===== src/rtl/boot_pkg.sv =====
// boot_pkg: shared types and sizes for the boot PROM copier.
// Holds the copier state enum and the PROM/RAM address widths.
package boot_pkg;

    localparam int PROM_AW        = 9;
    localparam int RAM_AW         = 22;
    localparam int PROM_MAX_WORDS = 512;

    typedef enum logic [1:0] {
        IDLE,
        RD,
        WR,
        DONE
    } state_t;

endpackage


===== src/rtl/boot_sum.sv =====
// boot_sum: 32-bit modulo-2^32 checksum accumulator for the copier.
// Ports: clk, rst (sync, active-high), clr, add_en, data[31:0] in; zero out.
module boot_sum (
    input  logic        clk,
    input  logic        rst,
    input  logic        clr,
    input  logic        add_en,
    input  logic [31:0] data,
    output logic        zero
);

    logic [31:0] sum;

    always_ff @(posedge clk) begin
        if (rst || clr) begin
            sum <= '0;
        end else if (add_en) begin
            sum <= sum + data;
        end
    end

    assign zero = (sum == 32'd0);

endmodule


===== src/rtl/boot_copier.sv =====
// boot_copier: copies WORDS PROM words into RAM at RAM_BASE after start.
// Ports: clk, rst, start in; busy, done, err out; PROM stb/we/addr/data/ack;
// RAM stb/we/addr/wdata/ack. Optional checksum: define BOOT_CHECKSUM_EN.
module boot_copier
    import boot_pkg::*;
#(
    parameter int                 WORDS    = 512,
    parameter logic [RAM_AW-1:0]  RAM_BASE = '0
) (
    input  logic               clk,
    input  logic               rst,
    input  logic               start,
    output logic               busy,
    output logic               done,
    output logic               err,
    output logic               prom_stb,
    output logic               prom_we,
    output logic [PROM_AW-1:0] prom_addr,
    input  logic [31:0]        prom_data,
    input  logic               prom_ack,
    output logic               ram_stb,
    output logic               ram_we,
    output logic [RAM_AW-1:0]  ram_addr,
    output logic [31:0]        ram_wdata,
    input  logic               ram_ack
);

    localparam logic [PROM_AW-1:0] LAST = PROM_AW'(WORDS - 1);

    state_t              state, state_n;
    logic                busy_n, done_n;
    logic                prom_stb_n, ram_stb_n;
    logic [PROM_AW-1:0]  idx_n;
    logic [RAM_AW-1:0]   ram_addr_n;
    logic [31:0]         ram_wdata_n;

`ifdef BOOT_CHECKSUM_EN
    logic sum_clr, sum_add, sum_zero;
    logic err_q, err_n;

    boot_sum u_sum (
        .clk    (clk),
        .rst    (rst),
        .clr    (sum_clr),
        .add_en (sum_add),
        .data   (prom_data),
        .zero   (sum_zero)
    );

    assign err = err_q;

    always_ff @(posedge clk) begin
        if (rst) err_q <= 1'b0;
        else     err_q <= err_n;
    end
`else
    assign err = 1'b0;
`endif

    assign prom_we = 1'b0;
    assign ram_we  = ram_stb;

    // prom_addr doubles as the word index.
    always_ff @(posedge clk) begin
        if (rst) begin
            state     <= IDLE;
            busy      <= 1'b0;
            done      <= 1'b0;
            prom_stb  <= 1'b0;
            ram_stb   <= 1'b0;
            prom_addr <= '0;
            ram_addr  <= RAM_BASE;
            ram_wdata <= '0;
        end else begin
            state     <= state_n;
            busy      <= busy_n;
            done      <= done_n;
            prom_stb  <= prom_stb_n;
            ram_stb   <= ram_stb_n;
            prom_addr <= idx_n;
            ram_addr  <= ram_addr_n;
            ram_wdata <= ram_wdata_n;
        end
    end

    always_comb begin
        state_n     = state;
        busy_n      = busy;
        done_n      = done;
        prom_stb_n  = prom_stb;
        ram_stb_n   = ram_stb;
        idx_n       = prom_addr;
        ram_addr_n  = ram_addr;
        ram_wdata_n = ram_wdata;
`ifdef BOOT_CHECKSUM_EN
        sum_clr     = 1'b0;
        sum_add     = 1'b0;
        err_n       = err_q;
`endif
        unique case (state)
            IDLE, DONE: begin
                if (start) begin
                    state_n    = RD;
                    busy_n     = 1'b1;
                    done_n     = 1'b0;
                    prom_stb_n = 1'b1;
                    idx_n      = '0;
`ifdef BOOT_CHECKSUM_EN
                    sum_clr    = 1'b1;
                    err_n      = 1'b0;
`endif
                end
            end
            RD: begin
                // Strobe drops in the same edge that consumes the ack.
                if (prom_stb && prom_ack) begin
                    state_n     = WR;
                    prom_stb_n  = 1'b0;
                    ram_stb_n   = 1'b1;
                    ram_wdata_n = prom_data;
                    ram_addr_n  = RAM_BASE + RAM_AW'(prom_addr);
`ifdef BOOT_CHECKSUM_EN
                    sum_add     = 1'b1;
`endif
                end
            end
            WR: begin
                if (ram_stb && ram_ack) begin
                    ram_stb_n = 1'b0;
                    if (prom_addr == LAST) begin
                        state_n = DONE;
                        busy_n  = 1'b0;
                        done_n  = 1'b1;
`ifdef BOOT_CHECKSUM_EN
                        // Sum already holds the last word here.
                        err_n   = ~sum_zero;
`endif
                    end else begin
                        state_n    = RD;
                        prom_stb_n = 1'b1;
                        idx_n      = prom_addr + 9'd1;
                    end
                end
            end
            default: state_n = IDLE;
        endcase
    end

endmodule


===== config.mk =====
export PLATFORM = sky130hd
export DESIGN_NAME = boot_copier
export DESIGN_NICKNAME = d
export VERILOG_FILES = /design/src/rtl/boot_pkg.sv /design/src/rtl/boot_sum.sv /design/src/rtl/boot_copier.sv
export SDC_FILE = /design/constraint.sdc
export NUM_CORES = 1
export LEC_CHECK = 0
export ABC_AREA = 1
export ABC_CLOCK_PERIOD_IN_PS = 1850
export CAP_MARGIN = 20
export CELL_PAD_IN_SITES_DETAIL_PLACEMENT = 0
export CELL_PAD_IN_SITES_GLOBAL_PLACEMENT = 1
export CORE_ASPECT_RATIO = 2
export CORE_MARGIN = 5
export CORE_UTILIZATION = 26
export DETAILED_ROUTE_END_ITERATION = 8
export GPL_TIMING_DRIVEN = 1
export PLACE_DENSITY_LB_ADDON = 0.1
export SYNTH_ARGS = -nofsm -noshare
export SYNTH_HDL_FRONTEND = slang
export SYNTH_SLANG_ARGS = --single-unit
export TNS_END_PERCENT = 20

===== constraint.sdc =====
create_clock -name clk -period 1.85 [get_ports clk]
set_input_delay 0.4625 -clock clk [delete_from_list [all_inputs] [get_ports clk]]
set_output_delay 0.4625 -clock clk [all_outputs]
set_load 0.005 [all_outputs]

==> impl_metrics.env, run 1 <==
export IMPL_grt_usage_pct=11.91
export IMPL_yosysSeqAreaShare_pct=46.21
export IMPL_die_w_um=78.31
export IMPL_max_freq_mhz=569.6
export IMPL_endpoint="prom_addr[5]"
export IMPL_multiInputGateArea_um2=967.2
export IMPL_drc=0
export IMPL_critPathRequiredTime_ns=1.39
export IMPL_post_dp_cell_area_um2=3500
export IMPL_p_comb_share_pct=39.4
export IMPL_grt_pass1_wl_um=10770
export IMPL_area_growth_syn_to_layout_pct=51.06
export IMPL_avgViaCountPerCell=4.230
export IMPL_async_reset_ff_share_pct=0
export IMPL_gr_total_overflow=0
export IMPL_startpoint="prom_addr[5]$_SDFFE_PP0P_"
export IMPL_p_clk_share_pct=24.1
export IMPL_cp_max_fo=5
export IMPL_dp_cells=510
export IMPL_drive_above_1_share_pct=10.14
export IMPL_initial_utilization_pct=26.20
export IMPL_hpwl_um=5201
export IMPL_coreArea_um2=9259
export IMPL_grt_max_degree=47
export IMPL_yosysWarnings=0
export IMPL_synth_cell_types=23
export IMPL_max_clock_path_buffers=2
export IMPL_yosysMostFrequentCell="inv_1"
export IMPL_p_switching_mw=1.398
export IMPL_gp_congestion=0.7317
export IMPL_synthTopCellsByCount="inv_1 (57), dfxtp_1 (56), a21oi_1 (53)"
export IMPL_wl_per_cell_um=13.05
export IMPL_clk_pin_slew_ns=0.07
export IMPL_peakVddDrop_mv=0.5711
export IMPL_status="completed"
export IMPL_max_cap_violations=0
export IMPL_rr_worst_depth=10
export IMPL_power_leakage_nw=1.392
export IMPL_arrival_ns=1.29
export IMPL_total_power_mw=4.145
export IMPL_p_per_area_nw_per_um2=1131
export IMPL_drt_iter0_drc=65
export IMPL_grt_antenna_before_repair=0
export IMPL_syn_avg_cell_area_um2=7.776
export IMPL_die_area_um2=11480
export IMPL_numClockSinks=56
export IMPL_reg2reg_from="prom_addr[0]$_SDFFE_PP0P_"
export IMPL_synth_edff_count=0
export IMPL_grt_pass1_vias=2111
export IMPL_ys_ff_latch=56
export IMPL_numCtsBuffers=5
export IMPL_setup_violations=0
export IMPL_rsz0062_at_grt="no"
export IMPL_fillerInstances=983
export IMPL_synthTopCellsByArea="dfxtp_1 (46%), a21oi_1 (11%), o21ai_0 (9.9%)"
export IMPL_internal_power_mw=2.747
export IMPL_fin_crit_sh_pct=94.90
export IMPL_synthCells=312
export IMPL_hold_path_class="reg -> reg"
export IMPL_setup_tns_ns=0
export IMPL_end_kind="output port"
export IMPL_critPathKind="reg -> out"
export IMPL_port_buffers=91
export IMPL_cts_root_buffer="clkbuf_16"
export IMPL_final_area_um2=3665
export IMPL_swShare_pct=33.73
export IMPL_die_h_um=146.6
export IMPL_drtAntennaViolNets=0
export IMPL_yosys_area_top_type_share_pct=46.21
export IMPL_drt_pass1_iter_count=4
export IMPL_synth_main_ff_cell="dfxtp_1"
export IMPL_cts_tree="done"
export IMPL_stdcell_count=518
export IMPL_skew_ns=0.005723
export IMPL_clk_latency_ns=0.29
export IMPL_r2r_setup_slack_ns=0.14
export IMPL_slew_viol_final=0
export IMPL_seq_area_um2=1122
export IMPL_num_vias=2191
export IMPL_pin_count=107
export IMPL_num_rows=50
export IMPL_synth_top_area_cell="dfxtp_1"
export IMPL_finalHoldViolCount=0
export IMPL_holdWs_ns=0.4405
export IMPL_power_frac_seq_pct=36.6
export IMPL_n_antenna_cell=0
export IMPL_routed_wl_um=6761
export IMPL_fin_nets=456
export IMPL_timing_rr_end="prom_addr[0]$_SDFFE_PP0P_"
export IMPL_ctsHtreeMaxLevel=2
export IMPL_startpoint_type="register"
export IMPL_fin_crit_ns=1.756
export IMPL_syn_cell_area_um2=2426
per-layer routing:
layer  routed length, µm  part of all wire (%)  GRT usage [%]  up-vias
met4                 174                   2.6          5.692        0
met2                3641                    54          22.29       65
met5                   0                     0              0        -
li1                    -                     -              -     1161
met1                2612                    39          12.30      956
met3                 333                   4.9          2.346        9
cell usage in the layout (no fill, tap or decap):
master,n
dfxtp_2,1
inv_1,57
nand4_1,1
ha_2,1
buf_4,16
inv_6,1
nor2_2,2
conb_1,15
inv_2,2
clkinv_2,1
nor4_2,1
dfxtp_1,55
nor3_1,4
nand2_2,1
a21oi_1,53
nand3_1,5
nor2_8,1
nor2_1,10
xnor2_1,1
clkbuf_16,5
clkbuf_8,1
nand2_1,26
ha_1,5
nand3_2,4
nand2_4,3
nor3b_1,1
clkdlybuf4s50_1,91
buf_12,2
o21ai_0,48
how the worst min path moves through the flow:
| stage | start | to | depth (start not counted) |
|---|---|---|---|
| 3_3_place_gp | ram_wdata[13]$_SDFFE_PP0P_ | ram_wdata[13]$_SDFFE_PP0P_ | 2 |
| 6_report | ram_wdata[14]$_SDFFE_PP0P_ | ram_wdata[14]$_SDFFE_PP0P_ | 2 |
| 4_1_cts | ram_addr[1]$_SDFFE_PP0P_ | ram_addr[1]$_SDFFE_PP0P_ | 2 |
| 5_1_grt | ram_wdata[27]$_SDFFE_PP0P_ | ram_wdata[27]$_SDFFE_PP0P_ | 2 |
| 3_5_place_dp | ram_addr[1]$_SDFFE_PP0P_ | ram_addr[1]$_SDFFE_PP0P_ | 2 |
| 2_1_floorplan | ram_wdata[6]$_SDFFE_PP0P_ | ram_wdata[6]$_SDFFE_PP0P_ | 2 |
registers in the layout, summed over array words and instances (netlist names):
name	count
prom_addr	9
ram_stb	1
done	1
state	2
ram_wdata	32
prom_stb	1
busy	1
ram_addr	9
kinds of logic (layout without fill, tap and decap cells):
logic type / after synthesis / in the layout / share of synthesized area [%]
buffers and inverters: 88 / 176 / 16.76
AOI/OAI and AO/OA: 101 / 101 / 20.84
other: 1 / 15 / 0.1546
DFF: 56 / 56 / 46.21
adders and majority gates: 6 / 6 / 3.094
and+or+nand+nor: 59 / 59 / 12.58
xor gates and xnor gates: 1 / 1 / 0.3611
critical path, stage by stage (launching register included):
cell	delay (ns)
dfxtp_1	0.34
buf_4	0.14
clkdlybuf4s50_1	0.52
per-stage QoR:
step | util (%) | setup slack (ns)
final | 39.58 | 0.09443
after global routing | 39.58 | 0.0008344
after CTS | 39.45 | 0.04737
after detailed placement | 37.80 | 0.03015
after global placement | 37.80 | 0.03445
after floorplan | - | 0.04220
area by class of cell:
cell class / count / share of cell area, %
clock buffer: 6 / 3.790
clock inverter: 2 / 0.3756
inverter: 59 / 6.043
multi-input combinational: 182 / 26.39
sequential: 56 / 30.62
tap: 104 / 3.551
timing repair buffer: 109 / 29.23
power by group through the flow:
stage	clock [mW]	sequential [mW]	combinational (mW)
finish	0.997	1.52	1.63
global route	1.09	1.55	1.81
CTS	1.05	1.52	1.67
detailed placement	0	1.55	1.66
global placement	0	1.54	1.66
floorplan	0	1.56	0.983
what timing repair did:
action                     4_1_cts  5_1_grt
setup endpoints to repair        0       11
gates resized for setup          0        4
hold buffers                     0        0
setup buffers                    0        0
Power figures use the tool's default switching activity.
==> run 2, diff against run 1 <==
--- a/config.mk
+++ b/config.mk
@@ -17,4 +17,5 @@
 export GPL_TIMING_DRIVEN = 1
 export PLACE_DENSITY_LB_ADDON = 0.1
+export RECOVER_POWER = 100
 export SYNTH_ARGS = -nofsm -noshare
 export SYNTH_HDL_FRONTEND = slang
==> constraint.sdc (replaced) <==
create_clock -name clk -period 1.85 [get_ports clk]
set_input_delay 0.4625 -clock clk [delete_from_list [all_inputs] [get_ports clk]]
set_output_delay 0.4625 -clock clk [all_outputs]
set_load 0.02 [all_outputs]
==> run 2 against run 1 <==
Utilization down 0.70 points. Global-route usage about the same. Fmax fell by 1.7%. Combinational power rose by 13%.
==> impl_metrics.env, run 2 (synthesized netlist as in run 1, its figures left out) <==
export IMPL_wl_per_cell_um=13.27
export IMPL_cp_cell_sequence="clkdlybuf4s50_1"
export IMPL_layout_common_cells="clkdlybuf4s50_1 (81), inv_1 (57), dfxtp_1 (53)"
export IMPL_gr_total_overflow=0
export IMPL_drtAntennaViolNets=0
export IMPL_grt_antenna_before_repair=0
export IMPL_routed_wl_um=6874
export IMPL_power_frac_seq_pct=35.6
export IMPL_drc=0
export IMPL_port_buffers=91
export IMPL_rsz0062_at_grt="yes"
export IMPL_max_cap_violations=0
export IMPL_max_stage_delay_ns=0.63
export IMPL_die_w_um=78.31
export IMPL_numClockSinks=56
export IMPL_postCtsSetupBuffers=0
export IMPL_arrival_ns=1.32
export IMPL_pin_count=107
export IMPL_critPathTopFamily="buffers and inverters"
export IMPL_grt_max_degree=83
export IMPL_final_core_utilization_pct=38.88
export IMPL_reg_largest_list="ram_wdata x32, prom_addr x9, ram_addr x9"
export IMPL_startpoint_type="register"
export IMPL_p_clk_share_pct=21.3
export IMPL_p_comb_share_pct=43.1
export IMPL_coreArea_um2=9259
export IMPL_slew_viol_final=0
export IMPL_slew_headroom_pct=66.14
export IMPL_initial_utilization_pct=26.20
export IMPL_hold_path_class="reg -> reg"
export IMPL_fin_crit_sh_pct=96.56
export IMPL_finalHoldViolCount=0
export IMPL_top_register="ram_wdata"
export IMPL_skew_ns=0.004883
export IMPL_drt_pass1_iter_count=4
export IMPL_tightest_slew_ns=0.5080
export IMPL_setup_violations=0
export IMPL_hpwl_um=5083
export IMPL_mostFrequentLayoutCell="clkdlybuf4s50_1"
export IMPL_avgViaCountPerCell=4.315
export IMPL_status="completed"
export IMPL_largest_reg_flops=32
export IMPL_cts_tree="done"
export IMPL_die_h_um=146.6
export IMPL_max_freq_mhz=559.8
export IMPL_fin_nets=457
export IMPL_clk_pin_slew_ns=0.07
export IMPL_fillerInstances=1025
export IMPL_drt_iter0_drc=90
export IMPL_clk_latency_ns=0.29
export IMPL_num_vias=2235
export IMPL_p_per_area_nw_per_um2=1188
export IMPL_p_switching_mw=1.624
export IMPL_setup_tns_ns=0
export IMPL_grt_usage_pct=11.91
export IMPL_end_kind="output port"
export IMPL_gp_congestion=0.7763
export IMPL_multiInputGateArea_um2=979.7
export IMPL_critPathBufInv=1
export IMPL_die_area_um2=11480
export IMPL_critPathRequiredTime_ns=1.39
export IMPL_drive_above_1_share_pct=10.14
export IMPL_cts_root_buffer="clkbuf_16"
export IMPL_critPathSlowestCell="clkdlybuf4s50_1"
export IMPL_max_clock_path_buffers=2
export IMPL_ctsHtreeMaxLevel=2
export IMPL_grt_pass1_wl_um=10640
export IMPL_cp_max_fo=4
export IMPL_area_growth_syn_to_layout_pct=48.38
export IMPL_n_antenna_cell=0
export IMPL_num_rows=50
export IMPL_power_leakage_nw=1.384
export IMPL_swShare_pct=37.97
export IMPL_hold_buffers=0
export IMPL_fin_crit_ns=1.786
export IMPL_grt_pass1_vias=2141
export IMPL_peakVddDrop_mv=0.7437
export IMPL_numCtsBuffers=5
export IMPL_seq_area_um2=1125
export IMPL_internal_power_mw=2.653
export IMPL_critPathKind="reg -> out"
run 2: cell types whose count changed in the layout (fill, tap and decap cells not counted), sizes merged:
cell and change:
inv -1, buf -1, dlygate4sd2 +4, clkdlybuf4s50 -10
dlygate4sd3 +1, clkbuf +6, nor2 +1
run 2: power groups by stage:
stage | logic, mW | clock network [mW] | registers (mW)
after CTS | 1.83 | 0.971 | 1.53
after floorplan | 1.02 | 0 | 1.75
after global placement | 1.84 | 0 | 1.55
after global routing | 2.02 | 1.02 | 1.56
after detailed placement | 1.83 | 0 | 1.56
final | 1.84 | 0.911 | 1.52
run 2: path summary, 6_finish.rpt:
kind | depth (start not counted) | endpoint | from | slack, ns
worst max-delay path | 1 | prom_stb | prom_stb$_SDFFE_PP0P_ | 0.06
worst min-delay path | 2 | ram_wdata[9]$_SDFFE_PP0P_ | ram_wdata[9]$_SDFFE_PP0P_ | 0.44
worst max register to register | 11 | prom_addr[6]$_SDFFE_PP0P_ | prom_addr[0]$_SDFFE_PP0P_ | 0.12
worst min register to register | 2 | ram_wdata[9]$_SDFFE_PP0P_ | ram_wdata[9]$_SDFFE_PP0P_ | 0.44
run 2: worst min-delay path, cell delays in order, from the launching register on:
cell	delay (ns)
dfxtp_1	0.31
inv_1	0.04
a21oi_1	0.05
run 2: what timing repair did:
item / in CTS / in global routing
gates cloned: 0 / 1
resized for setup: 4 / 9
pin swaps: 0 / 3
endpoints found under the setup margin: 4 / 14
run 2: per-layer routing:
metal / GRT usage (%) / vias up / part of all wire [%]
met3: 2.469 / 6 / 4.8
met4: 4.991 / 0 / 1.8
met2: 22.64 / 63 / 55
met5: 0 / - / 0
met1: 12.24 / 997 / 39
li1: - / 1169 / -
run 2: layout make-up:
| type | count | area share (%) |
|---|---|---|
| sequential | 56 | 31.25 |
| timing repair buffer | 109 | 28.05 |
| multi-input combinational | 183 | 27.22 |
| inverter | 59 | 6.152 |
| tap | 104 | 3.615 |
| clock buffer | 6 | 3.580 |
| clock inverter | 1 | 0.1390 |
run 2: stage by stage:
stage / area [µm²] / hold WS, ns / power, mW / std cells / setup slack (ns)
final: 3600 / 0.4420 / 4.278 / 518 / 0.06360
after global routing: 3600 / 0.4611 / 4.597 / 518 / 0.0003826
after CTS: 3618 / 0.4463 / 4.332 / 517 / 0.004778
after detailed placement: 3490 / 0.4352 / 3.390 / 510 / 0.05556
after global placement: 3490 / 0.4300 / 3.390 / 510 / 0.01585
after floorplan: 2481 / 0.4681 / 2.770 / 326 / 0.01300
==> run 3, diff against run 2 <==
--- a/config.mk
+++ b/config.mk
@@ -7,5 +7,5 @@
 export LEC_CHECK = 0
 export ABC_AREA = 1
-export ABC_CLOCK_PERIOD_IN_PS = 1850
+export ABC_CLOCK_PERIOD_IN_PS = 2050
 export CAP_MARGIN = 20
 export CELL_PAD_IN_SITES_DETAIL_PLACEMENT = 0
@@ -13,9 +13,10 @@
 export CORE_ASPECT_RATIO = 2
 export CORE_MARGIN = 5
-export CORE_UTILIZATION = 26
+export CORE_UTILIZATION = 29
 export DETAILED_ROUTE_END_ITERATION = 8
 export GPL_TIMING_DRIVEN = 1
 export PLACE_DENSITY_LB_ADDON = 0.1
 export RECOVER_POWER = 100
+export REMOVE_ABC_BUFFERS = 1
 export SYNTH_ARGS = -nofsm -noshare
 export SYNTH_HDL_FRONTEND = slang
==> constraint.sdc (replaced) <==
create_clock -name clk -period 2.05 [get_ports clk]
set_input_delay 0.5125 -clock clk [delete_from_list [all_inputs] [get_ports clk]]
set_output_delay 0.5125 -clock clk [all_outputs]
set_load 0.05 [all_outputs]
==> run 3 against run 2 <==
Sequential share of layout area increased by 1.8 points. Critical path depth unchanged. Combinational power about the same. Flip-flop and latch count unchanged. Design area decreased by 5.8%. Wire length decreased by 5.1%. Utilization increased by 2.3 points.
==> impl_metrics.env, run 3 (synthesized netlist as in run 1, its figures left out) <==
export IMPL_total_power_mw=4.066
export IMPL_area_growth_syn_to_layout_pct=39.71
export IMPL_cp_cell_sequence="dlygate4sd3_1"
export IMPL_routed_wl_um=6520
export IMPL_initial_utilization_pct=29.47
export IMPL_slew_headroom_pct=50.47
export IMPL_hold_buffers=0
export IMPL_slew_viol_final=0
export IMPL_grt_usage_pct=12.69
export IMPL_p_per_area_nw_per_um2=1200
export IMPL_hold_path_class="reg -> reg"
export IMPL_die_area_um2=10410
export IMPL_arrival_ns=1.47
export IMPL_num_vias=2171
export IMPL_critPathKind="reg -> out"
export IMPL_status="completed"
export IMPL_cts_tree="done"
export IMPL_postCtsSetupBuffers=0
export IMPL_top_register="ram_wdata"
export IMPL_startpoint_type="register"
export IMPL_drt_pass1_iter_count=4
export IMPL_pre_cts_ws_ns=0.1875
export IMPL_hpwl_um=4855
export IMPL_setup_ws_ns=0.07095
export IMPL_clk_pin_slew_ns=0.06
export IMPL_num_rows=47
export IMPL_largest_reg_flops=32
export IMPL_end_kind="output port"
export IMPL_layout_common_cells="clkdlybuf4s50_1 (67), inv_1 (57), dfxtp_1 (56)"
export IMPL_reg_largest_list="ram_wdata x32, prom_addr x9, ram_addr x9"
export IMPL_cts_root_buffer="clkbuf_16"
export IMPL_gp_congestion=0.7689
export IMPL_max_clock_path_buffers=2
export IMPL_peakVddDrop_mv=0.6931
export IMPL_max_freq_mhz=505.3
export IMPL_power_leakage_nw=1.265
export IMPL_ctsHtreeMaxLevel=2
export IMPL_clk_latency_ns=0.29
export IMPL_drt_iter0_drc=71
export IMPL_fin_nets=447
export IMPL_cp_max_fo=2
export IMPL_port_buffers=91
export IMPL_r2r_setup_slack_ns=0.20
export IMPL_wl_per_cell_um=12.96
export IMPL_critPathTopFamily="buffers and inverters"
export IMPL_drive_above_1_share_pct=6.667
export IMPL_die_w_um=74.68
export IMPL_grt_antenna_before_repair=0
export IMPL_grt_pass1_vias=1975
export IMPL_numCtsBuffers=5
export IMPL_pin_count=107
export IMPL_max_stage_delay_ns=0.86
export IMPL_rsz0062_at_grt="no"
export IMPL_setup_violations=0
export IMPL_grt_max_degree=83
export IMPL_avgViaCountPerCell=4.316
export IMPL_critPathSlowestCell="dlygate4sd3_1"
export IMPL_mostFrequentLayoutCell="clkdlybuf4s50_1"
export IMPL_critPathRequiredTime_ns=1.54
export IMPL_die_h_um=139.4
export IMPL_grt_pass1_wl_um=10180
export IMPL_fin_crit_ns=1.979
export IMPL_tightest_slew_ns=0.7429
export IMPL_skew_ns=0.01092
export IMPL_numClockSinks=56
export IMPL_finalHoldViolCount=0
export IMPL_n_antenna_cell=0
export IMPL_drc=0
export IMPL_coreArea_um2=8233
export IMPL_max_cap_violations=0
export IMPL_gr_total_overflow=0
export IMPL_final_core_utilization_pct=41.17
export IMPL_drtAntennaViolNets=0
export IMPL_postCtsResizedCells=0
export IMPL_critPathBufInv=1
export IMPL_fin_crit_sh_pct=96.54
[run 3: area by class of cell]
cell class	count	area, µm²
Clock inverter	2	15.01
Timing Repair Buffer	100	830.8
Multi-Input combinational cell	182	939.7
Fill cell	893	4843
Tap cell	98	122.6
Clock buffer	6	138.9
Sequential cell	56	1121
Inverter	59	221.5
[run 3: metal layers]
metal  part of all wire, %  GRT usage, %
met1                    38         13.73
met2                    54         22.83
met3                   5.9         2.816
met4                   2.3         5.066
met5                     0             0
[run 3: path summary, 6_finish.rpt]
path                                                  from                         end  cells after the start
worst max-delay path            ram_wdata[14]$_SDFFE_PP0P_               ram_wdata[14]                      1
worst min-delay path            ram_wdata[14]$_SDFFE_PP0P_  ram_wdata[14]$_SDFFE_PP0P_                      2
worst max register to register   prom_addr[0]$_SDFFE_PP0P_   prom_addr[4]$_SDFFE_PP0P_                     11
worst min register to register  ram_wdata[14]$_SDFFE_PP0P_  ram_wdata[14]$_SDFFE_PP0P_                      2
[run 3: tightest hold or removal path, delay by kind of cell, from the launching register on]
family                 cells  cell delay, ns
AO/OA/AOI/OAI              1            0.05
buffers and inverters      1            0.04
flip-flops                 1            0.30
[run 3: per-stage QoR]
step                      instances  hold WS (ns)  area (µm²)  TNS, ns
after floorplan                 297        0.4681        2293   -27.38
after CTS                       503        0.4445        3508        0
final                           503        0.4371        3390        0
after global routing            503        0.4567        3390        0
after detailed placement        495        0.4340        3354        0
after global placement          495        0.4304        3354        0
[run 3: where the power goes]
group	switching [mW]	internal (mW)
sequential	0.103	1.26
clock	0.403	0.487
combinational	1.29	0.520
